[config.mk]
export PLATFORM = sky130hd
export DESIGN_NAME = k285_serializer_flat
export DESIGN_NICKNAME = d
export VERILOG_FILES = /design/src/rtl/k285_pkg.sv /design/src/rtl/k285_serializer_if.sv /design/src/rtl/k285_piso.sv /design/src/rtl/k285_serializer.sv /design/src/flat_wrapper.sv
export SDC_FILE = /design/constraint.sdc
export NUM_CORES = 1
export LEC_CHECK = 0
export CELL_PAD_IN_SITES_DETAIL_PLACEMENT = 1
export CELL_PAD_IN_SITES_GLOBAL_PLACEMENT = 2
export CORE_MARGIN = 5
export CORE_UTILIZATION = 36
export CTS_CLUSTER_SIZE = 28
export DETAILED_ROUTE_END_ITERATION = 6
export PLACE_DENSITY = 0.93
export SYNTH_ARGS = -nofsm -noshare
export SYNTH_HDL_FRONTEND = slang
export SYNTH_SLANG_ARGS = --single-unit
[constraint.sdc]
create_clock -name clk -period 3.62 [get_ports clk]
set_clock_uncertainty 0.2 [all_clocks]
set_input_delay 1.086 -clock clk [delete_from_list [all_inputs] [get_ports clk]]
set_output_delay 1.086 -clock clk [all_outputs]
set_load 0.02 [all_outputs]
[src/rtl/k285_pkg.sv]
// Shared K28.5 serializer definitions: symbol width, comma patterns and FSM state type.
package k285_pkg;

  localparam int SYM_W = 10;
  localparam int BC_W  = 4;

  localparam logic [SYM_W-1:0] K285_NEG = 10'b0011111010;
  localparam logic [SYM_W-1:0] K285_POS = 10'b1100000101;

  typedef enum logic {
    SYNC = 1'b0,
    DATA = 1'b1
  } state_t;

endpackage

[src/rtl/k285_serializer_if.sv]
// Symbol-in / serial-out bus of the K28.5 serializer; slave is the serializer side.
interface k285_serializer_if;
  import k285_pkg::*;

  logic [SYM_W-1:0] datos;
  logic             valido;
  logic             listo;
  logic             salida;
  logic             inicio;

  modport master (
    output datos,
    output valido,
    input  listo,
    input  salida,
    input  inicio
  );

  modport slave (
    input  datos,
    input  valido,
    output listo,
    output salida,
    output inicio
  );

endinterface

[src/rtl/k285_piso.sv]
// 10-bit parallel-load / shift-left register; MSB is the serial output.
module k285_piso
  import k285_pkg::*;
(
  input  logic             clk,
  input  logic             rst,
  input  logic             i_load,
  input  logic             i_shift,
  input  logic [SYM_W-1:0] i_data,
  output logic             o_msb
);

  logic [SYM_W-1:0] r_sh;

  // Load has priority over shift; neither means hold.
  always_ff @(posedge clk or negedge rst) begin
    if (!rst) begin
      r_sh <= '0;
    end else if (i_load) begin
      r_sh <= i_data;
    end else if (i_shift) begin
      r_sh <= {r_sh[SYM_W-2:0], 1'b0};
    end
  end

  assign o_msb = r_sh[SYM_W-1];

endmodule

[src/rtl/k285_serializer.sv]
// K28.5 comma-framed symbol serializer: SYNC_COMMAS commas after reset, then data or fill commas.
// Optional macro K285_RD_ALT_EN alternates comma disparity (NEG/POS); otherwise every comma is K285_NEG.
module k285_serializer
  import k285_pkg::*;
#(
  parameter int SYNC_COMMAS = 4
) (
  input  logic             clk,
  input  logic             rst,
  input  logic             enb,
  k285_serializer_if.slave bus
);

  localparam logic [BC_W-1:0] BC_LAST = BC_W'(SYM_W - 1);
  localparam logic [BC_W-1:0] CC_LAST = BC_W'(SYNC_COMMAS);

  if (SYNC_COMMAS < 1 || SYNC_COMMAS > 15) begin : g_bad_sync_commas
    $error("SYNC_COMMAS must be in 1..15");
  end

  state_t           r_state;
  state_t           w_state_nxt;
  logic [BC_W-1:0]  r_bc;
  logic [BC_W-1:0]  w_bc_nxt;
  logic [BC_W-1:0]  r_cc;
  logic [BC_W-1:0]  w_cc_nxt;
  logic             r_inicio;
  logic             w_inicio_nxt;
  logic             w_load;
  logic             w_shift;
  logic             w_slot_data;
  logic             w_listo;
  logic             w_take;
  logic [SYM_W-1:0] w_comma;
  logic [SYM_W-1:0] w_sym;
  logic             w_salida;

`ifdef K285_RD_ALT_EN
  logic r_rd;
  logic w_rd_nxt;

  // Disparity flips only when a comma is loaded; data symbols leave it alone.
  assign w_rd_nxt = r_rd ^ (w_load & ~w_take);
  assign w_comma  = r_rd ? K285_POS : K285_NEG;

  always_ff @(posedge clk or negedge rst) begin
    if (!rst) begin
      r_rd <= 1'b0;
    end else begin
      r_rd <= w_rd_nxt;
    end
  end
`else
  assign w_comma = K285_NEG;
`endif

  // The next load is a data slot once the last sync comma is on the wire.
  assign w_slot_data = (r_state == DATA) || (r_cc == CC_LAST);
  assign w_load      = enb && (r_bc == BC_LAST);
  assign w_shift     = enb && (r_bc != BC_LAST);
  assign w_listo     = w_load && w_slot_data;
  assign w_take      = w_listo && bus.valido;
  assign w_sym       = w_take ? bus.datos : w_comma;

  always_ff @(posedge clk or negedge rst) begin
    if (!rst) begin
      r_state  <= SYNC;
      r_bc     <= BC_LAST;
      r_cc     <= '0;
      r_inicio <= 1'b0;
    end else begin
      r_state  <= w_state_nxt;
      r_bc     <= w_bc_nxt;
      r_cc     <= w_cc_nxt;
      r_inicio <= w_inicio_nxt;
    end
  end

  always_comb begin
    w_state_nxt  = r_state;
    w_bc_nxt     = r_bc;
    w_cc_nxt     = r_cc;
    w_inicio_nxt = r_inicio;
    if (w_load) begin
      w_bc_nxt     = '0;
      w_inicio_nxt = 1'b1;
      if (w_slot_data) begin
        w_state_nxt = DATA;
      end else begin
        w_cc_nxt = r_cc + 1'b1;
      end
    end else if (w_shift) begin
      w_bc_nxt     = r_bc + 1'b1;
      w_inicio_nxt = 1'b0;
    end
  end

  k285_piso u_piso (
    .clk     (clk),
    .rst     (rst),
    .i_load  (w_load),
    .i_shift (w_shift),
    .i_data  (w_sym),
    .o_msb   (w_salida)
  );

  assign bus.salida = w_salida;
  assign bus.inicio = r_inicio;
  assign bus.listo  = w_listo;

  a_listo_at_last_bit : assert property (@(posedge clk) disable iff (!rst)
    bus.listo |-> (r_bc == BC_LAST));
  a_inicio_at_first_bit : assert property (@(posedge clk) disable iff (!rst)
    bus.inicio |-> (r_bc == '0));

endmodule

[src/flat_wrapper.sv]
// flat-port wrapper written by rule: the top's interface ports become plain ports
module k285_serializer_flat import k285_pkg::*;
#(
  parameter int SYNC_COMMAS = 4
)
  (clk, rst, enb, bus_datos, bus_valido, bus_listo, bus_salida, bus_inicio);
  k285_serializer_if bus_i ();
  input  logic clk;
  input  logic rst;
  input  logic enb;
  input wire logic [$bits(bus_i.datos)-1:0] bus_datos;
  input wire logic [$bits(bus_i.valido)-1:0] bus_valido;
  output wire logic [$bits(bus_i.listo)-1:0] bus_listo;
  output wire logic [$bits(bus_i.salida)-1:0] bus_salida;
  output wire logic [$bits(bus_i.inicio)-1:0] bus_inicio;
  assign bus_i.datos = bus_datos;
  assign bus_i.valido = bus_valido;
  assign bus_listo = bus_i.listo;
  assign bus_salida = bus_i.salida;
  assign bus_inicio = bus_i.inicio;
  k285_serializer #(.SYNC_COMMAS(SYNC_COMMAS)) u_core (.clk(clk), .rst(rst), .enb(enb), .bus(bus_i));
endmodule
; Word-level counts from Yosys, hierarchy flattened
; Index checks and enable logic that the tools add are counted.
[totals]
register_bits = 20
input_bits = 14
elab_cells = 26
output_inout_bits = 3
[op_classes]
muxes = 7
n_reduce_logical = 8
add_sub_neg = 2
eq_ne = 3
bitwise_logic = 1
[ops]
columns = cell, count
row1 = $mux 10, 3
row2 = $add 4x1->4 const B, 2
row3 = $mux 4, 2
row4 = $eq 4x3->1 const B, 1
row5 = $eq 4x4->1 const B, 1
row6 = $logic_and 1x1->1, 4
row7 = $ne 4x4->1 const B, 1
row8 = $reduce_and 2->1, 2
row9 = $mux 1, 2
row10 = $reduce_bool 2->1, 1
row11 = $logic_or 1x1->1, 1
row12 = $not 1->1, 1

; Depth between registers and ports, before layout
[depth]
word_depth = 6
mapped_depth = 7
mapped_depth_nobuf = 5

; Cells and area by module
; Synthesis repeated with hierarchy kept, for this count alone.
[hier_totals]
cells_unflattened = 105
hier_area_um2 = 1091.0
[modules_own_cells]
columns = module, instances, seq_area_each_um2, area_per_inst_um2, cells_per_inst
row1 = k285_serializer, 1, 252.7, 626.9, 62
row2 = k285_piso, 1, 250.2, 464.2, 43

; Worst setup path before layout
; No wires, ideal clock.
[synth_path]
path_type = input-to-output
start = input enb
end = output bus_listo
slack_ns = 0.756
stages = 2
arrival_ns = 1.578
path_buffers = 0
required_ns = 2.334
cell_sequence = nand4b_2 nor2_1
[synth_between]
elab_chain_len = 2
[synth_rtl]
columns = item, line_no
row1 = "start, declared", flat_wrapper.sv:10  ; input logic enb;
row2 = $logic_and 1x1->1, k285_serializer.sv:59  ; assign w_load = enb && (r_bc == BC_LAST);
row3 = $logic_and 1x1->1, k285_serializer.sv:61  ; assign w_listo = w_load && w_slot_data;
row4 = "end, declared", flat_wrapper.sv:13  ; output wire logic [$bits(bus_i.listo)-1:0] bus_listo;
; Every way passes these cells.

; Worst setup path after layout
; Same ends and word-level chain as after synthesis.

==> run metrics <==
status completed; most frequent cells in the layout dfrtp_1, clkdlybuf4s50_1, nor2_1; clk root buf clkbuf_4; WHS between 0.2 and 0.3 ns; first-pass iteration count of the detailed router 4; vias in the first global route 814; initial antenna violation count 0; antenna diode count 0; Yosys cell types 32; max-slew violations 0; Final #Nets 136; Max Cap Viol 0; # setup viols final 0; syn nets 117; ys async rst share 100%; critical path launch point enb; P_leak 0.617 nW; reg-to-reg startpoint u_core.r_bc[0]; Seq/Total Area, Yosys 47.2%; Synth Flop Type dfrtp_1; DRC violations left 0; Worst R2R Setup Slack around 1.6 ns; CP max stage delay between 0.4 and 0.5 ns; EDFF count, synth 0; post-layout instance area 1280 µm²; f_max 0.292 GHz; endpoints failing hold 0; vias post-DR 792; Initial Utilization roughly 38%; RD Place Congestion 0.738; placed cell area 1250 µm²; reg-to-reg endpoint u_core.u_piso.r_sh[8]; fillers 326; RSZ-0062 raised after global routing false; CTS tree built; total congestion overflow 0; CP Data Arrival Time 2.14 ns; peak supply drop between 0.2 and 0.25 mV; Period minus WS final 3.42 ns; Num CTS Buffers 3; Ys Warns 0; Reg2Reg Depth 4; Die H 64.4 µm; DR WL/cell around 15 µm; Ports 17; Hold Path Sink u_core.r_cc[3]; core area between 2000 and 3000 µm²; CP required between 2 and 2.5 ns; Critical Path, Cell by Cell clkdlybuf4s50_1 > nand4b_2 > nor2_1 > dlygate4sd2_1; H-tree levels 1; clock-pin slew on the worst setup and hold paths 0.11 ns; syn_area_per_cell 10.8 µm²; maximum clock path buffer count 2; Final Cycle Share 94.6%; Critical Path Slowest Stage Cell clkdlybuf4s50_1; Vias/cell about 5.4; Final ANT Viol Nets 0; number of port buffers 16; Worst Tran Pin Value ~0.41 ns; clock latency on the worst-skew pair 0.30 ns; Setup crit end kind primary output; most common cell after layout, fill and taps aside dfrtp_1; Total GRT Usage 11.7%; hold_sp u_core.r_cc[3]; layout cell share with drive strength beyond 1 between 10% and 20%; CP max FO 2; CP Buf/Inv Count 2; first-pass GRT wire length 3880 µm; synth-to-layout area growth 20.7%; chip width 64.4 µm; family with the most delay on the worst path buffers and inverters; CTS Hold Buffers Added 0; Power, Total around 0.7 mW; DRT iter0 DRCs 15; Post-Syn Area about 1100 µm²; row cnt 19; Routed WL between 2000 and 2500 µm; Fin Setup TNS 0 ns; Hold Crit Depth 1; Die Area 4150 µm²; largest net degree at the start of global routing 26; CTS sink count 20; cells after synthesis 99; Crit Path Category input port to primary output; pwr dens 547 nW/µm²; critical path launch point type input port; Hold Path Class flip-flop to flip-flop; dpl hpwl between 1500 and 2000 µm; Yosys reg bits 20; Max transition margin 72.4%
-- how the worst max path moves through the flow --
| stage | to | slack (ns) | depth (start not counted) |
|---|---|---|---|
| finish | bus_listo | 0.20 | 4 |
| global route | bus_listo | 0.11 | 4 |
| CTS | bus_listo | 0.17 | 4 |
| detailed placement | bus_listo | -0.10 | 4 |
| global placement | bus_listo | -0.10 | 4 |
| floorplan | bus_listo | 0.76 | 2 |
-- registers in the layout (all words and copies together) (netlist names) --
signal	count
u_core.r_bc	4
u_core.r_state	1
u_core.r_cc	4
u_core.u_piso.r_sh	10
u_core.bus.inicio	1
-- where the power goes --
part           internal [mW]  switching, mW  total [mW]
registers              0.294         0.0615       0.355
clock network         0.0613         0.0687       0.130
logic                  0.111          0.106       0.218
total                  0.467          0.236       0.703
-- cell families (layout without fill, tap and decap cells) --
kind of cell / after synthesis / after routing / share of synthesized area (%)
AOI/OAI and AO/OA: 21 / 21 / 18.7
xor gates and xnor gates: 3 / 3 / 2.47
adders and majority gates: 4 / 4 / 4.70
buffers and inverters: 17 / 35 / 7.64
DFF: 20 / 20 / 47.2
muxes: 1 / 1 / 1.06
and+or+nand+nor: 33 / 33 / 18.2
-- area by class of cell --
class / instances / area [µm²] / share of cell area (%)
Sequential cell: 20 / 503 / 39.1
Multi-Input combinational cell: 62 / 480 / 37.4
Timing Repair Buffer: 19 / 181 / 14.1
Inverter: 12 / 45.0 / 3.51
Tap cell: 31 / 38.8 / 3.02
Clock buffer: 4 / 36.3 / 2.82
-- Yosys cell counts, types with 2 or more instances --
master / number / share of area (%)
buf_2: 2 / 0.94
xor2_1: 2 / 1.6
ha_1: 4 / 4.7
inv_1: 12 / 4.2
and3b_1: 2 / 1.6
and3_1: 3 / 1.8
nor2_1: 14 / 4.9
a221oi_2: 6 / 8.5
buf_6: 2 / 2.1
nand2_1: 4 / 1.4
and4b_1: 2 / 1.9
dfstp_2: 2 / 4.9
dfrtp_1: 18 / 42
a221o_1: 3 / 2.8
nand3_1: 2 / 0.94
o21ai_0: 5 / 2.3
-- per-layer routing --
metal	share of wire [%]	GRT usage [%]	vias up
met4	0.40	2.37	0
met5	0	0	-
li1	-	-	384
met2	52	20.9	9
met1	44	13.4	397
met3	3.7	4.38	2
-- metrics by stage --
step                      utilization (%)  std cells  setup slack (ns)
after floorplan                         -         99             0.756
after global placement               44.6        144            -0.103
after detailed placement             44.6        144            -0.103
after CTS                            45.8        148             0.173
after global routing                 45.8        148             0.113
final                                45.8        148             0.196
-- timing repair --
action | in CTS | in global routing
gates resized for setup | 1 | 0
buffers inserted | 0 | 0
endpoints found under the setup margin | 1 | 0
Note: power is estimated with default switching activity, not from simulation.
==> patch 1, RTL diff (same settings) <==
Build with the macro `K285_RD_ALT_EN` defined.
--- a/src/rtl/k285_serializer.sv
+++ b/src/rtl/k285_serializer.sv
@@ -1,4 +1,6 @@
 // K28.5 comma-framed symbol serializer: SYNC_COMMAS commas after reset, then data or fill commas.
 // Optional macro K285_RD_ALT_EN alternates comma disparity (NEG/POS); otherwise every comma is K285_NEG.
+`define K285_RD_ALT_EN
+
 module k285_serializer
   import k285_pkg::*;
Behaviour: no difference found for any inputs over 10 cycles, from zero or initial values and one cycle with rst low; that may be too few to reach the edited logic, so the function may still have changed.
==> patch 1 against the original RTL <==
  * Worst setup slack got worse by 0.027 ns
  * Clock power fell by 9%
  * Synthesized cell count rose by 14%
  * Critical path depth did not move
  * Area after synthesis rose by 16%
  * Maximum frequency fell by 0.80%
  * Hold slack improved by 0.037 ns
  * Power rose by 18%
  * Final area rose by 13%
  * Sequential cell count rose by 1
  * Wire length rose by 17%
  * Largest power group unchanged
  * Highest routed layer unchanged
==> patch 1: results (changes against the original RTL) <==
| Metric | Value |
|---|---|
| Status | `finished clean` |
| Post-Route M1 WL | `1.10 mm (+13%)` |
| Final worst slack | `0.169 ns (-0.0275 ns)` |
| Synth Area in Adders | `0.0407 (-0.00635)` |
| Number of port buffers | `16 (unchanged)` |
| Met1 Use GR | `0.157 (+0.0226)` |
| Fillers | `398 (+22%)` |
| Post-DP HPWL | `1.94 mm (+20%)` |
| Net Count, Synth | `131 (+12%)` |
| CP max FO | `2 (unchanged)` |
| Via count | `902 (+14%)` |
| First-pass GRT wire length | `4.51 mm (+16%)` |
| Routed wl met2 | `1.41 mm (+20%)` |
| Worst Setup SP | `enb` |
| Pwr dens | `575 nW/um2 (+5.1%)` |
| Final Max Tran Viols | `0 (unchanged)` |
| Critical path capture point | `bus_listo` |
| Routed wire length | `2.64 mm (+17%)` |
| Worst Max-Slew Pin Slew | `0.550 ns (+0.137 ns)` |
| Mux contribution to synthesized area | `0.00915 (-0.00143)` |
| Synth cell types | `37 (+16%)` |
| XOR/XNOR share of the synthesized area | `0.0285 (+0.00378)` |
| Number of gates resized after cts | `1 (unchanged)` |
| Cell Int Power | `520 uW (+12%)` |
| Worst R2R Path Depth | `5 (+1)` |
| RR Endpoint | `u_core.u_piso.r_sh[9]` |
| R2R Setup Slk | `1.61 ns` |
| Synth area leaders | `dfrtp_1 (39%), a221oi_2 (9.8%), nor2_1 (6.1%), dfstp_2 (4.3%), o21ai_2 (4.3%)` |
| Placement Cell Area | `1420 um2 (+14%)` |
| WL met3 | `71 um (-15%)` |
| Comb. pwr | `310 uW (+42%)` |
| Peak supply drop | `0.000227 V (+6.6%)` |
| Sequential share of the synthesized area | `0.429 (-0.0435)` |
| Hold_ws | `0.302 ns (+0.0371 ns)` |
| M3 GR Usage | `0.0197 (-0.0241)` |
| CTS buffer count | `3 (unchanged)` |
| Place WS | `-0.134 ns (-0.0310 ns)` |
| Ys Warns | `0 (unchanged)` |
| Ant. Diodes | `0 (unchanged)` |
| Pin count of the biggest net entering global routing | `29 (+12%)` |
| GPL Wtd Cong | `0.738 (about the same)` |
| Leakage Power | `0.597 nW (-3.2%)` |
| Iter 0 DRT Violations | `18 (+3)` |
| Clock group | `118 uW (-9%)` |
| 1st-pass router iterations | `3 (-1)` |
| Met2 usage in global routing | `0.228 (+0.0189)` |
| Layout cells sized above 1 | `0.238 (+0.0846)` |
| Synth Area in Compound Gates | `0.244 (+0.0571)` |
| Initial antenna violation count | `0 (unchanged)` |
| Vias in the first global route | `962 (+18%)` |
| Reg-to-Reg Start | `u_core.r_cc[0]` |
| FFs w/ async S/R, synth | `1.00 (unchanged)` |
| Clk pin slew, worst setup/hold paths | `0.13 ns (+0.02 ns)` |
| WP data arrival | `2.17 ns (+0.03 ns)` |
| Layout Nets | `149 (+9.6%)` |
| GRT Util Overall | `0.130 (+0.0125)` |
| Most frequent cells after synthesis | `nor2_1 (20), dfrtp_1 (19), a221oi_2 (8)` |
-- patch 1: per-stage QoR --
step,utilization,cells
CTS,0.434,176
finish,0.434,176
global placement,0.426,172
detailed placement,0.426,172
global route,0.434,176
floorplan,-,113
-- patch 1: final cells by class --
type,instances,area share
multi-input cells,81,0.438
flip-flops and latches,21,0.365
repair buffers,19,0.125
well taps,46,0.0398
clock buffers,3,0.0156
inverters,5,0.0130
clock inverters,1,0.00346
-- patch 1: worst max-delay path, stage by stage --
cell and delay, ns:
clkdlybuf4s50_1 0.53, nand4b_4 0.12, nor2_1 0.10, dlygate4sd2_1 0.34
-- patch 1: how the worst min path moves through the flow --
stage | from | to | cells past startpoint
after floorplan | u_core.r_rd | u_core.r_rd | 1
after global placement | u_core.r_rd | u_core.r_rd | 1
after detailed placement | u_core.r_rd | u_core.r_rd | 1
after global routing | u_core.r_rd | u_core.r_rd | 1
after CTS | u_core.r_rd | u_core.r_rd | 1
final | u_core.r_rd | u_core.r_rd | 1
==> patch 2, RTL diff (same flow settings) <==
Without the edit above. `r_cc` no longer has a reset.
--- a/src/rtl/k285_serializer.sv
+++ b/src/rtl/k285_serializer.sv
@@ -67,12 +67,14 @@
       r_state  <= SYNC;
       r_bc     <= BC_LAST;
-      r_cc     <= '0;
       r_inicio <= 1'b0;
     end else begin
       r_state  <= w_state_nxt;
       r_bc     <= w_bc_nxt;
-      r_cc     <= w_cc_nxt;
       r_inicio <= w_inicio_nxt;
     end
+  end
+
+  always_ff @(posedge clk) begin
+    r_cc <= w_cc_nxt;
   end
 
Function: differs if rst is asserted again (counterexample within 4 cycles, from zero or initial values and one cycle with rst low); with rst held inactive, the same outputs for 10 cycles.
==> patch 2 against the original RTL <==
  * Worst setup slack lost 0.067 ns
  * Power shrank 13%
  * Die area shrank 6.1%
  * Register-to-register slack lost 0.09 ns
  * Area after synthesis shrank 7.2%
  * Final area shrank 5.6%
  * Sequential cell count is the same
  * Wire length shrank 7.0%
  * Synthesized cell count shrank 7.1%
  * Via count shrank 8.6%
  * Critical endpoint unchanged
==> patch 2: results (changes against the original RTL) <==
| Metric | Value |
|---|---|
| Status | `finished clean` |
| Layout cells sized above 1 | `0.0991 (-0.0547)` |
| Comb. pwr | `173 uW (-21%)` |
| First-pass GRT wire length | `3.59 mm (-7.3%)` |
| Worst path max stage delay | `0.53 ns (+0.04 ns)` |
| Signal buffers | `18 (-1)` |
| GPL Wtd Cong | `0.757 (+2.5%)` |
| Leakage Power | `0.557 nW (-9.8%)` |
| Vias in the first global route | `776 (-4.7%)` |
| Layout clock area frac | `0.0217 (-0.00657)` |
| Sequential Power | `330 uW (-7.0%)` |
| Clk pin slew, worst setup/hold paths | `0.11 ns (about the same)` |
| Sw Ratio | `0.311 (-0.0256)` |
| Fmax | `286 MHz (-1.9%)` |
| Fillers | `305 (-6.4%)` |
| Sequential share of cell area | `0.431 (+0.0399)` |
| Synth area leaders | `dfrtp_1 (35%), edfxtp_1 (12%), dfstp_2 (5.3%), inv_1 (5.3%), ha_1 (5.1%)` |
| Iter 0 DRT Violations | `17 (+2)` |
| Inverter count | `14 (+2)` |
| Peak supply drop | `0.000274 V (+29%)` |
| Vias per cell | `5.10 (-4.7%)` |
| Multi-input gate share of total cell area | `0.328 (-0.0457)` |
| Layout Nets | `130 (-4.4%)` |
| Synth cell types | `27 (-16%)` |
| Sequential share of the synthesized area | `0.529 (+0.0567)` |
| Critical path capture point | `bus_listo` |
| Post-DP HPWL | `1.63 mm (+1.1%)` |
| Place WS | `-0.158 ns (-0.0559 ns)` |
| Most frequent cells after synthesis | `dfrtp_1 (14), inv_1 (14), nor2_1 (11)` |
| FFs w/ async S/R, synth | `0.800 (-0.200)` |
| #MultiIn Comb | `55 (-11%)` |
| Non-clock buffer share | `0.143 (+0.00226)` |
| DR WL/cell | `14.7 um (-3.1%)` |
| RR Endpoint | `u_core.u_piso.r_sh[5]` |
| GRT Util Overall | `0.114 (-0.00293)` |
| WP data arrival | `2.20 ns (+0.06 ns)` |
| R2R Setup Slk | `1.51 ns (-0.09 ns)` |
| Worst R2R Path Depth | `5 (+1)` |
| Pin count of the biggest net entering global routing | `25 (-3.8%)` |
| Worst Max-Slew Pin Slew | `0.738 ns (+0.324 ns)` |
## patch 2: cell count changes in the layout (fill, tap and decap cells not counted), moves of 2 or more
cell and delta:
nor2_1 -3, and3b_1 -2, dfrtp_1 -4, a221oi_2 -6, edfxtp_1 +4, a221oi_1 +5, and4b_1 -2, inv_1 +2
a21oi_1 +2
## patch 2: worst min path at each step
stage / start / end / slack (ns) / cells after the start
2_1_floorplan: u_core.u_piso.r_sh[0] / u_core.u_piso.r_sh[0] / 0.26 / 1
3_3_place_gp: u_core.u_piso.r_sh[0] / u_core.u_piso.r_sh[0] / 0.28 / 1
3_5_place_dp: u_core.u_piso.r_sh[0] / u_core.u_piso.r_sh[0] / 0.29 / 1
4_1_cts: u_core.u_piso.r_sh[0] / u_core.u_piso.r_sh[0] / 0.32 / 1
5_1_grt: u_core.u_piso.r_sh[0] / u_core.u_piso.r_sh[0] / 0.34 / 1
6_report: u_core.u_piso.r_sh[0] / u_core.u_piso.r_sh[0] / 0.32 / 1
## patch 2: layer usage
metal	track usage	part of all wire	vias up
met5	0	0	-
met4	0.0239	0.0048	0
met3	0.0306	0.034	2
met2	0.212	0.54	9
met1	0.129	0.42	353
li1	-	-	360
## patch 2: per-stage QoR
stage	setup TNS (ns)	util	cell area [um2]	instances	power [mW]
CTS	0	0.451	1210	142	0.620
floorplan	0	-	988	92	0.444
global route	0	0.451	1210	142	0.656
detailed placement	-0.158	0.442	1190	138	0.511
global placement	-0.159	0.442	1190	138	0.501
finish	0	0.451	1210	142	0.611
## patch 2: kinds of logic after synthesis
kind of cell | share of synthesized area
AO/OA/AOI/OAI | 0.175
XOR/XNOR | 0.0177
adder cells (fa/ha/maj) | 0.0506
buffers and inverters | 0.0683
flip-flops | 0.529
AND/OR/NAND/NOR | 0.159
